[src/rtl/rr_arbiter8_if.sv]
// Bus bundle between the eight requesters and the round-robin arbiter:
// request/release inputs and the registered grant outputs.
interface rr_arbiter8_if;
  logic [7:0] req;
  logic       done;
  logic [7:0] gnt;
  logic [2:0] gnt_idx;
  logic       gnt_valid;
  logic       timeout;

  modport master (
    output req,
    output done,
    input  gnt,
    input  gnt_idx,
    input  gnt_valid,
    input  timeout
  );

  modport slave (
    input  req,
    input  done,
    output gnt,
    output gnt_idx,
    output gnt_valid,
    output timeout
  );
endinterface

[src/rtl/rr_arbiter8.sv]
// 8-way round-robin arbiter: one grant is held until done, request drop or an
// optional maximum hold time, with a one-cycle dead gap between grants.
module rr_arbiter8 #(
  parameter int unsigned MAX_HOLD = 16
) (
  input  logic         clk,
  input  logic         rst,
  rr_arbiter8_if.slave bus
);

  localparam int unsigned HOLD_W = (MAX_HOLD < 2) ? 1 : $clog2(MAX_HOLD + 1);
  localparam logic [HOLD_W-1:0] HOLD_LIMIT = HOLD_W'(MAX_HOLD);
  localparam bit LIMIT_EN = (MAX_HOLD != 0);

  typedef enum logic [0:0] {
    ST_IDLE  = 1'b0,
    ST_GRANT = 1'b1
  } state_t;

  // First set request at or after the pointer, searching upward modulo 8.
  function automatic logic [2:0] rr_pick(input logic [7:0] r, input logic [2:0] p);
    logic [2:0] sel;
    logic [2:0] cand;
    logic       found;
    sel   = 3'd0;
    found = 1'b0;
    for (int k = 0; k < 8; k++) begin
      cand = p + 3'(k);
      if (!found && r[cand]) begin
        sel   = cand;
        found = 1'b1;
      end else begin
        sel   = sel;
      end
    end
    return sel;
  endfunction

  function automatic logic [7:0] idx_to_onehot(input logic [2:0] i);
    return 8'd1 << i;
  endfunction

  state_t              state_r;
  state_t              state_n_s;
  logic [2:0]          ptr_r;
  logic [2:0]          ptr_n_s;
  logic [HOLD_W-1:0]   hold_r;
  logic [HOLD_W-1:0]   hold_n_s;
  logic [7:0]          gnt_r;
  logic [7:0]          gnt_n_s;
  logic [2:0]          gnt_idx_r;
  logic [2:0]          gnt_idx_n_s;
  logic                gnt_valid_r;
  logic                gnt_valid_n_s;
  logic                timeout_r;
  logic                timeout_n_s;

  logic [2:0]          win_s;
  logic                rel_done_s;
  logic                rel_drop_s;
  logic                rel_limit_s;
  logic                release_s;

  assign win_s       = rr_pick(bus.req, ptr_r);
  assign rel_done_s  = bus.done;
  assign rel_drop_s  = ~bus.req[gnt_idx_r];
  assign rel_limit_s = LIMIT_EN && (hold_r == HOLD_LIMIT);
  assign release_s   = rel_done_s | rel_drop_s | rel_limit_s;

  // Next-state and next-output decode for the IDLE/GRANT machine.
  always_comb begin
    state_n_s     = state_r;
    ptr_n_s       = ptr_r;
    hold_n_s      = hold_r;
    gnt_n_s       = gnt_r;
    gnt_idx_n_s   = gnt_idx_r;
    gnt_valid_n_s = gnt_valid_r;
    timeout_n_s   = 1'b0;

    case (state_r)
      ST_IDLE: begin
        if (bus.req != 8'd0) begin
          state_n_s     = ST_GRANT;
          gnt_n_s       = idx_to_onehot(win_s);
          gnt_idx_n_s   = win_s;
          gnt_valid_n_s = 1'b1;
          hold_n_s      = HOLD_W'(1);
        end else begin
          state_n_s     = ST_IDLE;
          gnt_n_s       = 8'd0;
          gnt_idx_n_s   = 3'd0;
          gnt_valid_n_s = 1'b0;
          hold_n_s      = '0;
        end
      end

      ST_GRANT: begin
        if (release_s) begin
          state_n_s     = ST_IDLE;
          ptr_n_s       = gnt_idx_r + 3'd1;
          gnt_n_s       = 8'd0;
          gnt_idx_n_s   = 3'd0;
          gnt_valid_n_s = 1'b0;
          hold_n_s      = '0;
          // A force-release only counts as a timeout when the owner neither finished nor dropped.
          timeout_n_s   = rel_limit_s & ~rel_done_s & ~rel_drop_s;
        end else if (LIMIT_EN && (hold_r != HOLD_LIMIT)) begin
          hold_n_s      = hold_r + HOLD_W'(1);
        end else begin
          hold_n_s      = hold_r;
        end
      end

      default: begin
        state_n_s     = ST_IDLE;
        ptr_n_s       = 3'd0;
        hold_n_s      = '0;
        gnt_n_s       = 8'd0;
        gnt_idx_n_s   = 3'd0;
        gnt_valid_n_s = 1'b0;
        timeout_n_s   = 1'b0;
      end
    endcase
  end

  // State, pointer, hold counter and registered outputs.
  always_ff @(posedge clk) begin
    if (rst) begin
      state_r     <= ST_IDLE;
      ptr_r       <= 3'd0;
      hold_r      <= '0;
      gnt_r       <= 8'd0;
      gnt_idx_r   <= 3'd0;
      gnt_valid_r <= 1'b0;
      timeout_r   <= 1'b0;
    end else begin
      state_r     <= state_n_s;
      ptr_r       <= ptr_n_s;
      hold_r      <= hold_n_s;
      gnt_r       <= gnt_n_s;
      gnt_idx_r   <= gnt_idx_n_s;
      gnt_valid_r <= gnt_valid_n_s;
      timeout_r   <= timeout_n_s;
    end
  end

  assign bus.gnt       = gnt_r;
  assign bus.gnt_idx   = gnt_idx_r;
  assign bus.gnt_valid = gnt_valid_r;
  assign bus.timeout   = timeout_r;

endmodule

[src/flat_wrapper.sv]
// flat-port wrapper written by rule: the top's interface ports become plain ports
module rr_arbiter8_flat 
#(
  parameter int unsigned MAX_HOLD = 16
)
  (clk, rst, bus_req, bus_done, bus_gnt, bus_gnt_idx, bus_gnt_valid, bus_timeout);
  rr_arbiter8_if bus_i ();
  input  logic clk;
  input  logic rst;
  input wire logic [$bits(bus_i.req)-1:0] bus_req;
  input wire logic [$bits(bus_i.done)-1:0] bus_done;
  output wire logic [$bits(bus_i.gnt)-1:0] bus_gnt;
  output wire logic [$bits(bus_i.gnt_idx)-1:0] bus_gnt_idx;
  output wire logic [$bits(bus_i.gnt_valid)-1:0] bus_gnt_valid;
  output wire logic [$bits(bus_i.timeout)-1:0] bus_timeout;
  assign bus_i.req = bus_req;
  assign bus_i.done = bus_done;
  assign bus_gnt = bus_i.gnt;
  assign bus_gnt_idx = bus_i.gnt_idx;
  assign bus_gnt_valid = bus_i.gnt_valid;
  assign bus_timeout = bus_i.timeout;
  rr_arbiter8 #(.MAX_HOLD(MAX_HOLD)) u_core (.clk(clk), .rst(rst), .bus(bus_i));
endmodule
[config.mk]
export PLATFORM = sky130hd
export DESIGN_NAME = rr_arbiter8_flat
export DESIGN_NICKNAME = d
export VERILOG_FILES = /design/src/rtl/rr_arbiter8_if.sv /design/src/rtl/rr_arbiter8.sv /design/src/flat_wrapper.sv
export SDC_FILE = /design/constraint.sdc
export NUM_CORES = 1
export LEC_CHECK = 0
export ABC_CLOCK_PERIOD_IN_PS = 4400
export CORE_MARGIN = 2
export CORE_UTILIZATION = 50
export DETAILED_ROUTE_END_ITERATION = 12
export PLACE_DENSITY_LB_ADDON = 0.15
export SLEW_MARGIN = 20
export SYNTH_ARGS = -nofsm -noshare
export SYNTH_HDL_FRONTEND = slang
export SYNTH_SLANG_ARGS = --single-unit
[constraint.sdc]
create_clock -name clk -period 4.4 [get_ports clk]
set_input_delay 1.32 -clock clk [delete_from_list [all_inputs] [get_ports clk]]
set_output_delay 1.32 -clock clk [all_outputs]
set_load 0.005 [all_outputs]
== After elaboration in Yosys (flattened, before gate mapping) ==
Cells that the tools add are included.

* Bits in registers: 22
* Word-level logic and storage cells: 103
* Input bits: 11
* Output and inout bits: 13

* Shifts and indexed selects: 1
* Equality and inequality tests: 4
* Order comparisons: 9
* Add/subtract/negate cells: 9
* Bitwise gates (word level): 8
* Mux-type cells: 48
* Reduce and logical (&&, ||, !) cells: 17

{| class="wikitable"
|+ Operator list
! kind !! number
|-
| 3-bit by 4-bit < comparator with 1-bit output (second input constant) || 9
|-
| 3-bit two-way mux || 10
|-
| 1-bit binary-select mux with 3-bit select || 9
|-
| 1-bit two-way mux || 20
|-
| 8-bit two-way mux || 2
|-
| 8-bit case mux with 2 select lines || 1
|-
| 3-bit adder (second input constant) || 4
|-
| 5-bit two-way mux || 2
|-
| 5-bit case mux with 2 select lines || 1
|-
| 8-bit nonzero test || 1
|-
| 1-bit by 3-bit << shifter with 8-bit output (first input constant) || 1
|-
| 1-bit logical AND || 7
|-
| 1-bit logical NOT || 7
|-
| 3-bit by 1-bit adder with 3-bit output (second input constant) || 2
|-
| 3-bit by 2-bit adder with 3-bit output (second input constant) || 2
|-
| 3-bit case mux with 2 select lines || 1
|-
| 5-bit by 1-bit adder with 5-bit output (second input constant) || 1
|-
| 5-bit == test (second input constant) || 1
|-
| 5-bit != test (second input constant) || 1
|-
| 1-bit NOT || 4
|-
| 1-bit case mux with 2 select lines || 2
|-
| 3-bit != test (second input constant) || 1
|-
| 3-bit OR reduction || 1
|-
| 1-bit bitwise AND || 2
|-
| 3 further kinds || 4
|}

== Logic depth before layout (Yosys ltp) ==
Gate-level depths: netlist of the first run.

* Depth after elaboration: 27
* Depth in mapped cells: 12
* Gate-level depth less buffers: 9

== Worst setup path before layout of the first run ==
No wires, ideal clock.

* Kind: input -> register
* From: in bus_req[3]
* To: reg u_core.gnt_r[0] (netlist: u_core.bus.gnt[0])
* Data arrival time: 3.020 ns
* Path slack: 1.263 ns
* Required time: 4.283 ns
* Library setup time: 0.117 ns
* Stages on the path: 7
* Path through: mux4_1 mux2_4 or3_1 a31oi_1 o22ai_1 and2_4 a32o_1

* Word-level cells in the longest chain between the ends: 27
* Elaborated cells between the ends (all ways): 55
* Those cells by class: eq/ne: 1; shift: 1; mux: 35; bitwise: 3; reduce/logical: 15

{| class="wikitable"
|+ Ends and longest elaborated chain
! what !! RTL line !! RTL
|-
| start: declaration || flat_wrapper.sv:10 || <nowiki>input wire logic [$bits(bus_i.req)-1:0] bus_req;</nowiki>
|-
| 1-bit binary-select mux with 3-bit select || rr_arbiter8.sv:29 || <nowiki>if (!found && r[cand]) begin</nowiki>
|-
| 1-bit two-way mux (implied by the code) || rr_arbiter8.sv:29 ||
|-
| 1-bit two-way mux || rr_arbiter8.sv:29 ||
|-
| 1-bit logical NOT || rr_arbiter8.sv:29 ||
|-
| 1-bit logical AND || rr_arbiter8.sv:29 ||
|-
| 1-bit two-way mux || rr_arbiter8.sv:29 ||
|-
| 1-bit logical NOT || rr_arbiter8.sv:29 ||
|-
| 1-bit logical AND || rr_arbiter8.sv:29 ||
|-
| [11 not listed] || -- ||
|-
| 1-bit logical AND || rr_arbiter8.sv:29 ||
|-
| 1-bit two-way mux || rr_arbiter8.sv:29 ||
|-
| 1-bit logical NOT || rr_arbiter8.sv:29 ||
|-
| 1-bit logical AND || rr_arbiter8.sv:29 ||
|-
| 3-bit two-way mux || rr_arbiter8.sv:29 ||
|-
| 1-bit by 3-bit << shifter with 8-bit output || rr_arbiter8.sv:40 || <nowiki>return 8'd1 << i;</nowiki>
|-
| 8-bit two-way mux || rr_arbiter8.sv:82 || <nowiki>if (bus.req != 8'd0) begin</nowiki>
|-
| 8-bit case mux with 2 select lines || rr_arbiter8.sv:80 || <nowiki>case (state_r)</nowiki>
|-
| end signal: assignment || rr_arbiter8.sv:140 || <nowiki>gnt_r <= gnt_n_s;</nowiki>
|-
| end: declaration || rr_arbiter8.sv:49 || <nowiki>logic [7:0] gnt_r;</nowiki>
|}

Several ways; a longest one is shown, not always the timed one. The select of a mux whose other input is x is not followed.
A chain may end at the register's enable or synchronous reset.

== Final worst setup path of the first run ==
* From: in bus_req[1]
* To: reg u_core.gnt_r[0] (netlist: u_core.bus.gnt[0])

Same word-level chain as after synthesis.

==> metrics.md, run 1 <==
| Metric | Value |
|---|---|
| Run status | `finished clean` |
| # H-tree levels | `1` |
| Overall via count from detail_route | `about 1500` |
| Req. time, crit path | `between 4 and 5 ns` |
| Arrival time of the worst setup path | `between 3 and 4 ns` |
| Worst clock skew | `0.008289 ns` |
| Slew at the pin closest to its max-slew limit | `a little over 0.6 ns` |
| Synth async-reset ratio | `0%` |
| Highest clock rate | `271.2 MHz` |
| Count of endpoints failing hold in the final timing report | `0` |
| Crit-path leading delay family | `multiplexers` |
| Most common flop cell mapped by yosys | `sky130_fd_sc_hd__dfxtp_1` |
| Number of buffers inserted by post-CTS setup repair | `0` |
| Nets@finish | `220` |
| Synth Cell Area | `around 1900 sq um` |
| Number of design-rule violations left by the first detailed-router iteration | `approximately 120` |
| Tmin final | `3.687 ns` |
| Buffers added on ports | `23` |
| CTS tree | `done` |
| Number of detailed-route iterations in the first pass | `4` |
| Post-detail-place hpwl | `3.176 mm` |
| Post-synth EDFFs | `0` |
| Final setup TNS | `0 ns` |
| Gr ovfl total | `0` |
| Number of cells produced by synthesis | `between 150 and 200` |
| Crit path max-delay cell type | `sky130_fd_sc_hd__mux4_2` |
| First-pass GRT wire length | `roughly 7.2 mm` |
| Standby leakage power | `about 0.81 nW` |
| Effective utilization at floorplan | `around 51%` |
| Floorplan die width | `between 60 and 70 um` |
| Die span in y | `65.06 um` |
| Worst max-slew margin expressed relative to the limit | `between 50 and 60%` |
| Worst setup slack before clock tree synthesis | `0.4298 ns` |
| TritonCTS buffer count | `3` |
| Synthesized area divided by synthesized cell count | `10.13 sq um` |
| CP endpoint kind | `flop` |
| Clock Pin Slew Worst Setup and Hold Paths | `0.08 ns` |
| Maximum single-stage delay on the critical path | `about 0.62 ns` |
| Maximum fanout encountered on the critical timing path | `8` |
| Share of cells above drive strength 1 | `17.24%` |
| DRC violation count after routing | `0` |
| Share of synthesized area occupied by flip-flops and latches | `between 20% and 30%` |
| Number of rows created at floorplan | `22` |
| Boundary Pins | `24` |
| Gpl congestion | `between 0.8 and 0.9` |
| Maximum capacitance violations | `0` |
| Yosys cell types | `56` |
| Number of pins with negative max-slew slack in the final report | `0` |
| Fraction of the cycle the final worst path needs | `a little over four fifths` |
| Clock tree sinks | `22` |
| Global-route usage over all layers | `~21%` |
| Detailed-route wire length | `4.183 mm` |
| Resize count post-CTS | `0` |
| CTS root buffer | `sky130_fd_sc_hd__clkbuf_8` |
| Post-route antenna net violation count | `0` |
| Maximum number of pins on one net before global-route repair | `17` |
| Clock latency on the worst-skew pair | `0.26 ns` |
| Type of the worst setup path | `input pin to flop` |
| RSZ-0062 raised after global routing | `false` |
| Synthesis-to-layout area growth | `14.03%` |
| VDD IR max | `around 0.29 mV` |
| Routed via count divided by cell count | `6.163` |
| Final-report setup violation count | `0` |
| Power Dens Cells | `~350 nW/um^2` |
| Routed length per placed instance | `between 15 and 20 um` |
| Startpoint type of the worst setup path | `input pin` |
| Number of buffers added to fix hold violations after cts | `0` |
| Utilization of the core after routing | `between 50% and 60%` |
| Number of register bits inferred by synthesis | `22` |
| Sum of buffers and inverters on the critical path | `1` |
| Nets in the synthesized netlist | `200` |
| Antenna violations before repair | `0` |
| Die outline area | `between 4000 and 5000 sq um` |
| Hold Crit Class | `flop to flop` |
| Placeable core area | `around 3600 sq um` |
| Cell-by-cell listing of the critical path | `clkdlybuf4s50_1 > mux4_2 > mux2i_1 > nand2_1 > o22ai_1 > a32oi_2 > and2_4 > a32o_1` |
| Synthesis Warnings | `0` |
| Via count of the first global-routing pass | `between 1500 and 2000` |
| Final WS setup | `a little over 0.7 ns` |
| Number of inserted diodes | `0` |
| Clock Path Buffers | `2` |
stage by stage:
stage	power, mW	area [sq um]	hold WS (ns)	cells
floorplan	0.4824	1864	0.4388	184
CTS	0.7480	2126	0.4462	251
detailed placement	0.5613	2054	0.4333	247
global route	0.7887	2126	0.4874	251
global placement	0.5520	2054	0.4352	247
finish	0.7468	2126	0.4410	251
where the power goes:
group | switching [mW] | total, mW | leakage, nW | internal (mW)
clock network | 0.0652 | 0.187 | 0.0357 | 0.121
logic | 0.175 | 0.328 | 0.591 | 0.153
registers | 0.0169 | 0.232 | 0.179 | 0.215
total | 0.257 | 0.747 | 0.806 | 0.490
layout make-up:
| class | instances | area [sq um] |
|---|---|---|
| Timing Repair Buffer | 25 | 245.2 |
| Clock inverter | 1 | 30.03 |
| Clock buffer | 3 | 41.29 |
| Tap cell | 48 | 60.06 |
| Inverter | 9 | 33.78 |
| Fill cell | 348 | 1508 |
| Sequential cell | 22 | 440.4 |
| Multi-Input combinational cell | 143 | 1275 |
kinds of logic (layout without fill, tap and decap cells):
logic type,after synthesis,in the layout,share of synthesized area [%]
simple gates,59,59,17.92
fa+ha+maj,5,5,3.356
xor+xnor,7,7,3.289
buf+inv,19,38,7.986
flops,22,22,23.62
mux,29,29,25.91
compound gates,43,43,17.92
sequential cells by signal, summed over array words and instances (netlist names):
| signal | cells |
|---|---|
| u_core.state_r | 1 |
| u_core.hold_r | 5 |
| u_core.bus.gnt_idx | 3 |
| u_core.bus.gnt | 8 |
| u_core.ptr_r | 3 |
| u_core.bus.gnt_valid | 1 |
| u_core.bus.timeout | 1 |
cell usage after synthesis (2+ instances only):
| library cell | count | area share [%] |
|---|---|---|
| sky130_fd_sc_hd__a211oi_1 | 2 | 0.81 |
| sky130_fd_sc_hd__a21o_1 | 2 | 0.81 |
| sky130_fd_sc_hd__a21oi_1 | 7 | 1.9 |
| sky130_fd_sc_hd__a22oi_1 | 2 | 0.81 |
| sky130_fd_sc_hd__a32o_1 | 2 | 1.1 |
| sky130_fd_sc_hd__a32o_2 | 3 | 1.8 |
| sky130_fd_sc_hd__a32oi_2 | 2 | 1.7 |
| sky130_fd_sc_hd__and2_1 | 4 | 1.3 |
| sky130_fd_sc_hd__buf_6 | 5 | 3.0 |
| sky130_fd_sc_hd__clkbuf_8 | 2 | 1.5 |
| sky130_fd_sc_hd__dfxtp_1 | 22 | 24 |
| sky130_fd_sc_hd__ha_1 | 5 | 3.4 |
| sky130_fd_sc_hd__inv_1 | 9 | 1.8 |
| sky130_fd_sc_hd__mux2_2 | 4 | 2.4 |
| sky130_fd_sc_hd__mux2_4 | 2 | 1.6 |
| sky130_fd_sc_hd__mux2i_1 | 10 | 5.4 |
| sky130_fd_sc_hd__mux4_1 | 4 | 5.6 |
| sky130_fd_sc_hd__mux4_2 | 9 | 11 |
| sky130_fd_sc_hd__nand2_1 | 17 | 3.4 |
| sky130_fd_sc_hd__nand2b_1 | 2 | 0.67 |
| sky130_fd_sc_hd__nand3_1 | 5 | 1.3 |
| sky130_fd_sc_hd__nor2_1 | 12 | 2.4 |
| sky130_fd_sc_hd__nor3_1 | 2 | 0.54 |
| sky130_fd_sc_hd__nor4_1 | 2 | 0.67 |
| sky130_fd_sc_hd__o211ai_1 | 2 | 0.81 |
| sky130_fd_sc_hd__o21ai_0 | 6 | 1.6 |
| sky130_fd_sc_hd__o22ai_1 | 2 | 0.67 |
| sky130_fd_sc_hd__o2bb2ai_1 | 2 | 0.94 |
| sky130_fd_sc_hd__o31ai_1 | 4 | 1.6 |
| sky130_fd_sc_hd__xnor2_1 | 5 | 2.3 |
| sky130_fd_sc_hd__xor2_1 | 2 | 0.94 |
layout by cell type (no fill, tap or decap), types with 3 or more instances in the layout:
master                             n
sky130_fd_sc_hd__clkdlybuf4s50_1  23
sky130_fd_sc_hd__dfxtp_1          22
sky130_fd_sc_hd__nand2_1          17
sky130_fd_sc_hd__nor2_1           12
sky130_fd_sc_hd__mux2i_1          10
sky130_fd_sc_hd__inv_1             9
sky130_fd_sc_hd__mux4_2            9
sky130_fd_sc_hd__a21oi_1           7
sky130_fd_sc_hd__o21ai_0           6
sky130_fd_sc_hd__xnor2_1           5
sky130_fd_sc_hd__nand3_1           5
sky130_fd_sc_hd__ha_1              5
sky130_fd_sc_hd__mux2_2            4
sky130_fd_sc_hd__mux4_1            4
sky130_fd_sc_hd__o31ai_1           4
sky130_fd_sc_hd__and2_1            4
sky130_fd_sc_hd__a32o_2            3
sky130_fd_sc_hd__clkbuf_8          3
worst reg2reg max path, cell delays in order (launching register included):
cell,delay (ns)
sky130_fd_sc_hd__dfxtp_1,0.33
sky130_fd_sc_hd__inv_1,0.09
sky130_fd_sc_hd__ha_1,0.66
sky130_fd_sc_hd__mux4_1,0.73
sky130_fd_sc_hd__mux2_4,0.32
sky130_fd_sc_hd__or3_1,0.31
sky130_fd_sc_hd__a31oi_1,0.14
sky130_fd_sc_hd__o22ai_1,0.11
sky130_fd_sc_hd__and2_4,0.17
sky130_fd_sc_hd__a32o_1,0.22
path summary, 6_finish.rpt:
kind | depth (start not counted) | slack (ns) | to | start
max reg2reg | 9 | 1.21 | u_core.bus.gnt[0]$_SDFFE_PP0P_ | u_core.ptr_r[1]$_SDFFE_PP0P_
max | 8 | 0.71 | u_core.bus.gnt[0]$_SDFFE_PP0P_ | bus_req[1]
min | 2 | 0.44 | u_core.bus.gnt_valid$_SDFFE_PP0P_ | u_core.bus.gnt_valid$_SDFFE_PP0P_
min reg2reg | 2 | 0.44 | u_core.bus.gnt_valid$_SDFFE_PP0P_ | u_core.bus.gnt_valid$_SDFFE_PP0P_
per-layer routing:
layer	global-route usage [%]	vias to the layer above	wire (um)
met5	0	-	0
met2	36.08	42	2082
met1	28.09	753	1834
met3	4.688	8	217
met4	5.469	0	48
li1	-	744	-
Note: power is estimated with default switching activity, not from simulation.
==> run 2: changes to the inputs <==
--- a/config.mk
+++ b/config.mk
@@ -5,7 +5,7 @@
 export SDC_FILE = /design/constraint.sdc
 export NUM_CORES = 1
 export LEC_CHECK = 0
-export ABC_CLOCK_PERIOD_IN_PS = 4400
+export ABC_CLOCK_PERIOD_IN_PS = 3600
 export CORE_MARGIN = 2
 export CORE_UTILIZATION = 50
 export DETAILED_ROUTE_END_ITERATION = 12
==> constraint.sdc (replaced) <==
create_clock -name clk -period 3.6 [get_ports clk]
set_input_delay 1.08 -clock clk [delete_from_list [all_inputs] [get_ports clk]]
set_output_delay 1.08 -clock clk [all_outputs]
set_load 0.005 [all_outputs]
==> run 2 against run 1 <==
Effect of this change:
- global-route usage is 0.27 points lower
- sequential share of layout area down 0.36 points
- register-to-register slack worse by 0.65 ns
- first-iteration DRC count unchanged
- die area unchanged
- count of clock-buffer cells in the layout did not move
- sequential power is 22% higher
- via count increased by 0.52%
- non-clock buffer count grew 5
- wire length is 1.6% lower
- clock skew is 0.0049 ns lower
- final area is 1.8% higher
==> metrics.md, run 2 (synthesis gave the netlist of run 1 again) <==
| Metric | Value |
|---|---|
| Worst clock skew | `0.003368 ns (-0.004921 ns)` |
| Highest metal layer used by the detailed router | `met4` |
| Overall via count from detail_route | `1555 (+0.52%)` |
| Area occupied by multi-input gates | `1275 sq um (unchanged)` |
| Cell-by-cell listing of the critical path | `clkdlybuf4s50_1 > mux4_1 > mux2_4 > or3_1 > a31oi_1 > o22ai_1 > and2_4 > a32o_1` |
| Global-route usage over all layers | `21.21% (-0.27 points)` |
| Number of inserted diodes | `0 (unchanged)` |
| Post-route antenna net violation count | `0 (unchanged)` |
| Filler cell count | `310 (-11%)` |
| Buffers added on ports | `23 (unchanged)` |
| CTS tree | `done` |
| Placeable core area | `3633 sq um (unchanged)` |
| TritonCTS buffer count | `3 (unchanged)` |
| Die outline area | `4233 sq um (unchanged)` |
| First-pass GRT wire length | `7.065 mm (-2.5%)` |
| Maximum single-stage delay on the critical path | `0.64 ns (+0.02 ns)` |
| Number of flip-flops under the largest register name | `8 (unchanged)` |
| Final-report setup violation count | `0 (unchanged)` |
| Worst max-slew margin expressed relative to the limit | `57.87% (-0.61 points)` |
| Number of buffers added to fix hold violations after cts | `0 (unchanged)` |
| Post-detail-place hpwl | `3.072 mm (-3.3%)` |
| Register Area | `440.4 sq um (unchanged)` |
| Gr ovfl total | `0 (unchanged)` |
| Antenna violations before repair | `0 (unchanged)` |
| Number of rows created at floorplan | `22 (unchanged)` |
| Final setup TNS | `0 ns (unchanged)` |
| Arrival time of the worst setup path | `3.54 ns (-0.30 ns)` |
| CP endpoint kind | `flop` |
| Maximum fanout encountered on the critical timing path | `8 (unchanged)` |
| Clock tree sinks | `22 (unchanged)` |
| DRC violation count after routing | `0 (unchanged)` |
| Slew at the pin closest to its max-slew limit | `0.6311 ns (+0.009194 ns)` |
| Instance count along the most critical hold path | `2 (unchanged)` |
| Boundary Pins | `24 (unchanged)` |
| Nets@finish | `225 (+2.3%)` |
| Via count of the first global-routing pass | `1532 (-1.5%)` |
| Clock Pin Slew Worst Setup and Hold Paths | `0.08 ns (about the same)` |
| Crit path max-delay cell type | `sky130_fd_sc_hd__mux4_1` |
| Share of cells above drive strength 1 | `19.23% (+2.0 points)` |
| Leading cell types in the layout, fill and taps excluded | `23 x sky130_fd_sc_hd__clkdlybuf4s50_1, 22 x sky130_fd_sc_hd__dfxtp_1, 17 x sky130_fd_sc_hd__nand2_1` |
| Effective utilization at floorplan | `51.31% (unchanged)` |
| Hold Crit Class | `flop to flop` |
| Highest clock rate | `around 300 MHz` |
| Number of buffers inserted by post-CTS setup repair | `0 (unchanged)` |
| Maximum number of pins on one net before global-route repair | `17 (unchanged)` |
| Number of detailed-route iterations in the first pass | `4 (unchanged)` |
| # H-tree levels | `1 (unchanged)` |
| Startpoint type of the worst setup path | `input pin` |
| Count of endpoints failing hold in the final timing report | `0 (unchanged)` |
| Req. time, crit path | `3.76 ns (-0.80 ns)` |
| Number of design-rule violations left by the first detailed-router iteration | `121 (unchanged)` |
| Run status | `finished clean` |
| Routed via count divided by cell count | `6.074 (-1.4%)` |
| Detail Route met2 WL | `1.960 mm (-5.9%)` |
| Number of pins with negative max-slew slack in the final report | `0 (unchanged)` |
| CTS root buffer | `sky130_fd_sc_hd__clkbuf_8` |
| WL met1 | `1.880 mm (+2.5%)` |
| VDD IR max | `0.2936 mV (+2.8%)` |
| Floorplan die width | `65.06 um (unchanged)` |
| Utilization of the core after routing | `59.54% (+1.0 points)` |
| Fraction of the cycle the final worst path needs | `93.99%` |
| Power Dens Cells | `426.3 nW/um^2 (+21%)` |
| Detailed-route wire length | `4.118 mm (-1.6%)` |
| Length of routed met3 wiring | `205 um (-5.5%)` |
| Finished Layout Cells | `256 (+2.0%)` |
| R2r worst-path depth | `9 (unchanged)` |
| Tmin final | `3.384 ns` |
| Type of the worst setup path | `input pin to flop` |
| Die span in y | `65.06 um (unchanged)` |
| Maximum capacitance violations | `0 (unchanged)` |
| RSZ-0062 raised after global routing | `false` |
| Synthesis-to-layout area growth | `16.04%` |
| Most common cell after layout, fill and taps aside | `sky130_fd_sc_hd__clkdlybuf4s50_1` |
| Routed length per placed instance | `16.09 um (-3.5%)` |
| Clock Path Buffers | `2 (unchanged)` |
| Gpl congestion | `0.9065 (+4.6%)` |
| Resize count post-CTS | `0 (unchanged)` |
| Cell count after placement | `252 (+2.0%)` |
| Standby leakage power | `0.8309 nW (+3.0%)` |
| Clock latency on the worst-skew pair | `0.26 ns (about the same)` |
## run 2: critical path, delay by kind of cell
kind | cells | cell delay [ns]
AND/OR/NAND/NOR | 2 | 0.47
multiplexers | 2 | 0.95
buffers and inverters | 1 | 0.54
AO/OA/AOI/OAI | 3 | 0.50
## run 2: final cells by class
type                       count  area share [%]
clock buffer                   3           1.909
inverter                       9           1.562
multi-input combinational    143           58.94
timing repair buffer          30           13.07
sequential                    22           20.36
clock inverter                 1           1.388
tap                           48           2.776
## run 2: through the flow
step | power [mW] | instance area [sq um] | setup slack (ns) | hold WS (ns)
3_3_place_gp | 0.6893 | 2092 | -0.01309 | 0.4334
6_report | 0.9223 | 2163 | 0.2164 | 0.4482
3_5_place_dp | 0.6973 | 2092 | -0.04672 | 0.4408
2_1_floorplan | 0.5896 | 1864 | 0.6984 | 0.4388
5_1_grt | 0.9787 | 2163 | 0.09434 | 0.4797
4_1_cts | 0.9259 | 2163 | 0.2439 | 0.4525
## run 2: routing by layer
metal  vias to the layer above  GRT usage (%)
li1                        754              -
met1                       752          28.40
met2                        41          34.92
met3                         8          3.819
met4                         0          6.510
met5                         -              0
## run 2: power breakdown
group	switching (mW)	internal, mW	leakage (nW)
clock	0.0790	0.148	0.0357
combinational	0.214	0.198	0.616
sequential	0.0200	0.263	0.179
total	0.313	0.609	0.831
## run 2: final timing paths
path         slack (ns)                         startpoint                                end
min reg2reg        0.45  u_core.bus.gnt_valid$_SDFFE_PP0P_  u_core.bus.gnt_valid$_SDFFE_PP0P_
min                0.45  u_core.bus.gnt_valid$_SDFFE_PP0P_  u_core.bus.gnt_valid$_SDFFE_PP0P_
max                0.22                         bus_req[3]     u_core.bus.gnt[0]$_SDFFE_PP0P_
max reg2reg        0.56       u_core.ptr_r[1]$_SDFFE_PP0P_     u_core.bus.gnt[0]$_SDFFE_PP0P_
==> run 3: changes to the inputs <==
--- a/config.mk
+++ b/config.mk
@@ -5,7 +5,7 @@
 export SDC_FILE = /design/constraint.sdc
 export NUM_CORES = 1
 export LEC_CHECK = 0
-export ABC_CLOCK_PERIOD_IN_PS = 3600
+export ABC_CLOCK_PERIOD_IN_PS = 3800
 export CORE_MARGIN = 2
 export CORE_UTILIZATION = 50
 export DETAILED_ROUTE_END_ITERATION = 12
==> constraint.sdc (replaced) <==
create_clock -name clk -period 3.8 [get_ports clk]
set_input_delay 1.14 -clock clk [delete_from_list [all_inputs] [get_ports clk]]
set_output_delay 1.14 -clock clk [all_outputs]
set_load 0.005 [all_outputs]
==> run 3 against run 2 <==
Effect of this change:
- die area unchanged
- clock skew up 0.0010 ns
- sequential power down 5%
- hold slack improved by 0.00077 ns
- first-iteration DRC count grew 1.7%
- total power fell by 5.7%
- critical endpoint unchanged
- highest routed layer unchanged
==> metrics.md, run 3 (synthesis gave the netlist of run 1 again) <==
| Metric | Value |
|---|---|
| Maximum single-stage delay on the critical path | `0.67 ns (+0.03 ns)` |
| Resize count post-CTS | `0 (unchanged)` |
| # H-tree levels | `1 (unchanged)` |
| Number of rows created at floorplan | `22 (unchanged)` |
| Maximum capacitance violations | `0 (unchanged)` |
| R2r worst-path depth | `9 (unchanged)` |
| CTS root buffer | `sky130_fd_sc_hd__clkbuf_8` |
| Maximum fanout encountered on the critical timing path | `8 (unchanged)` |
| Number of pins with negative max-slew slack in the final report | `0 (unchanged)` |
| Overall via count from detail_route | `1571 (+1.0%)` |
| Worst max-slew margin expressed relative to the limit | `59.74% (+1.9 points)` |
| Detailed-route wire length | `4.349 mm (+5.6%)` |
| Antenna violations before repair | `0 (unchanged)` |
| CP endpoint kind | `flop` |
| Gpl congestion | `0.8959 (-1.2%)` |
| Clock Path Buffers | `2 (unchanged)` |
| Number of flip-flops under the largest register name | `8 (unchanged)` |
| Number of buffers inserted by post-CTS setup repair | `0 (unchanged)` |
| Floorplan die width | `65.06 um (unchanged)` |
| Number of inserted diodes | `0 (unchanged)` |
| Count of endpoints failing hold in the final timing report | `0 (unchanged)` |
| Most common cell after layout, fill and taps aside | `sky130_fd_sc_hd__clkdlybuf4s50_1` |
| Clock Pin Slew Worst Setup and Hold Paths | `0.08 ns (about the same)` |
| Fraction of the cycle the final worst path needs | `~92%` |
| Buffers added on ports | `23 (unchanged)` |
| Clock network power share | `24.5% (-0.2 points)` |
| Destination of the worst register-to-register timing path | `u_core.bus.gnt[0]$_SDFFE_PP0P_` |
| Nets@finish | `222 (-1.3%)` |
| Routed via count divided by cell count | `6.209 (+2.2%)` |
| Combinational share of power | `44.6% (about the same)` |
| VDD IR max | `0.4254 mV (+45%)` |
| Number of buffers added to fix hold violations after cts | `0 (unchanged)` |
| Final-report setup violation count | `0 (unchanged)` |
| Cell-by-cell listing of the critical path | `clkdlybuf4s50_1 > mux4_1 > mux2_4 > or3_1 > a31oi_1 > o22ai_1 > and2_4 > a32o_1` |
| Overall power after layout | `869.8 uW (-5.7%)` |
| Crit path max-delay cell type | `sky130_fd_sc_hd__mux4_1` |
| RSZ-0062 raised after global routing | `false` |
| Standby leakage power | `0.8165 nW (-1.7%)` |
| Die outline area | `4233 sq um (unchanged)` |
| Req. time, crit path | `3.95 ns (+0.19 ns)` |
| Synthesis-to-layout area growth | `14.83%` |
| Hold Crit Class | `flop to flop` |
| Internal power | `572.4 uW (-6.1%)` |
| Final WS setup | `0.2980 ns (+0.08168 ns)` |
| Worst setup slack before clock tree synthesis | `0.04579 ns (+0.09251 ns)` |
| Share of cells above drive strength 1 | `18.05% (-1.2 points)` |
| Gr ovfl total | `0 (unchanged)` |
| Placeable core area | `3633 sq um (unchanged)` |
| First-pass GRT wire length | `7.527 mm (+6.5%)` |
| Tmin final | `between 3 and 4 ns` |
| Worst-case register-to-register setup slack | `0.81 ns (+0.25 ns)` |
| Leading cell types in the layout, fill and taps excluded | `23 x sky130_fd_sc_hd__clkdlybuf4s50_1, 22 x sky130_fd_sc_hd__dfxtp_1, 17 x sky130_fd_sc_hd__nand2_1` |
| Run status | `finished clean` |
| Number of detailed-route iterations in the first pass | `4 (unchanged)` |
| Post-route antenna net violation count | `0 (unchanged)` |
| Power Dens Cells | `406.3 nW/um^2 (-4.7%)` |
| Routed length per placed instance | `17.19 um (+6.9%)` |
| Effective utilization at floorplan | `51.31% (unchanged)` |
| CTS tree | `done` |
| Post-detail-place hpwl | `3.376 mm (+9.9%)` |
| Clock latency on the worst-skew pair | `0.26 ns (about the same)` |
| Arrival time of the worst setup path | `3.66 ns (+0.12 ns)` |
| Endpoint of the most critical setup path | `u_core.bus.gnt[0]$_SDFFE_PP0P_` |
| Switching part of the total power | `34.20% (+0.28 points)` |
| Maximum number of pins on one net before global-route repair | `17 (unchanged)` |
| Critical Path Source | `bus_req[3]` |
| Clock tree sinks | `22 (unchanged)` |
| DRC violation count after routing | `0 (unchanged)` |
| Worst r2r src | `u_core.ptr_r[1]$_SDFFE_PP0P_` |
| TritonCTS buffer count | `3 (unchanged)` |
| Final setup TNS | `0 ns (unchanged)` |
| Power share of the sequential group | `30.8% (about the same)` |
| Startpoint type of the worst setup path | `input pin` |
| Slew at the pin closest to its max-slew limit | `0.6031 ns (-0.02801 ns)` |
| Number of design-rule violations left by the first detailed-router iteration | `123 (+1.7%)` |
| Via count of the first global-routing pass | `1564 (+2.1%)` |
| Global-route usage over all layers | `22.48% (+1.3 points)` |
| Die span in y | `65.06 um (unchanged)` |
| Highest clock rate | `approximately 290 MHz` |
| Net Switching | `297.5 uW (-4.9%)` |
| Type of the worst setup path | `input pin to flop` |
| Boundary Pins | `24 (unchanged)` |
| Worst clock skew | `0.004417 ns (+0.001049 ns)` |
==> run 3: worst min-delay path by stage <==
stage / startpoint / to / slack [ns] / depth (start not counted)
floorplan: u_core.bus.gnt_valid$_SDFFE_PP0P_ / u_core.bus.gnt_valid$_SDFFE_PP0P_ / 0.44 / 2
global placement: u_core.bus.gnt_valid$_SDFFE_PP0P_ / u_core.bus.gnt_valid$_SDFFE_PP0P_ / 0.43 / 2
detailed placement: u_core.bus.gnt_valid$_SDFFE_PP0P_ / u_core.bus.gnt_valid$_SDFFE_PP0P_ / 0.44 / 2
CTS: u_core.bus.gnt_valid$_SDFFE_PP0P_ / u_core.bus.gnt_valid$_SDFFE_PP0P_ / 0.45 / 2
global route: u_core.bus.gnt_valid$_SDFFE_PP0P_ / u_core.bus.gnt_valid$_SDFFE_PP0P_ / 0.48 / 2
finish: u_core.bus.gnt_valid$_SDFFE_PP0P_ / u_core.bus.gnt_valid$_SDFFE_PP0P_ / 0.45 / 2
==> run 3: cell type report <==
class | instances | area [sq um]
fill | 322 | 1493
inverter | 9 | 33.78
clock buffer | 3 | 41.29
clock inverter | 1 | 30.03
multi-input combinational | 143 | 1275
sequential | 22 | 440.4
tap | 48 | 60.06
timing repair buffer | 27 | 260.3
==> run 3: through the flow <==
stage	instance area, sq um	std cells	hold WS [ns]	util (%)
after detailed placement	2069	249	0.4400	56.96
after floorplan	1864	184	0.4388	-
after global placement	2069	249	0.4308	56.96
after global routing	2141	253	0.4792	58.92
after CTS	2141	253	0.4529	58.92
final	2141	253	0.4490	58.92
==> run 3: routing by layer <==
| metal | wire length [um] | share of wire (%) | vias to the layer above | global-route usage [%] |
|---|---|---|---|---|
| met2 | 2220 | 51 | 41 | 39.43 |
| met4 | 19 | 0.44 | 0 | 4.688 |
| met3 | 181 | 4.2 | 2 | 3.646 |
| li1 | - | - | 748 | - |
| met5 | 0 | 0 | - | 0 |
| met1 | 1928 | 44 | 780 | 29.18 |
==> run 3: power groups by stage <==
| stage | logic [mW] | clock network, mW | registers (mW) |
|---|---|---|---|
| floorplan | 0.289 | 0 | 0.270 |
| global placement | 0.372 | 0 | 0.273 |
| detailed placement | 0.384 | 0 | 0.274 |
| CTS | 0.385 | 0.218 | 0.269 |
| global route | 0.424 | 0.230 | 0.272 |
| finish | 0.388 | 0.213 | 0.268 |
==> run 3: critical path: cells and delay by family <==
family / cells / cell delay, ns
AO/OA/AOI/OAI: 3 / 0.49
multiplexers: 2 / 0.99
buffers and inverters: 1 / 0.54
AND/OR/NAND/NOR: 2 / 0.49
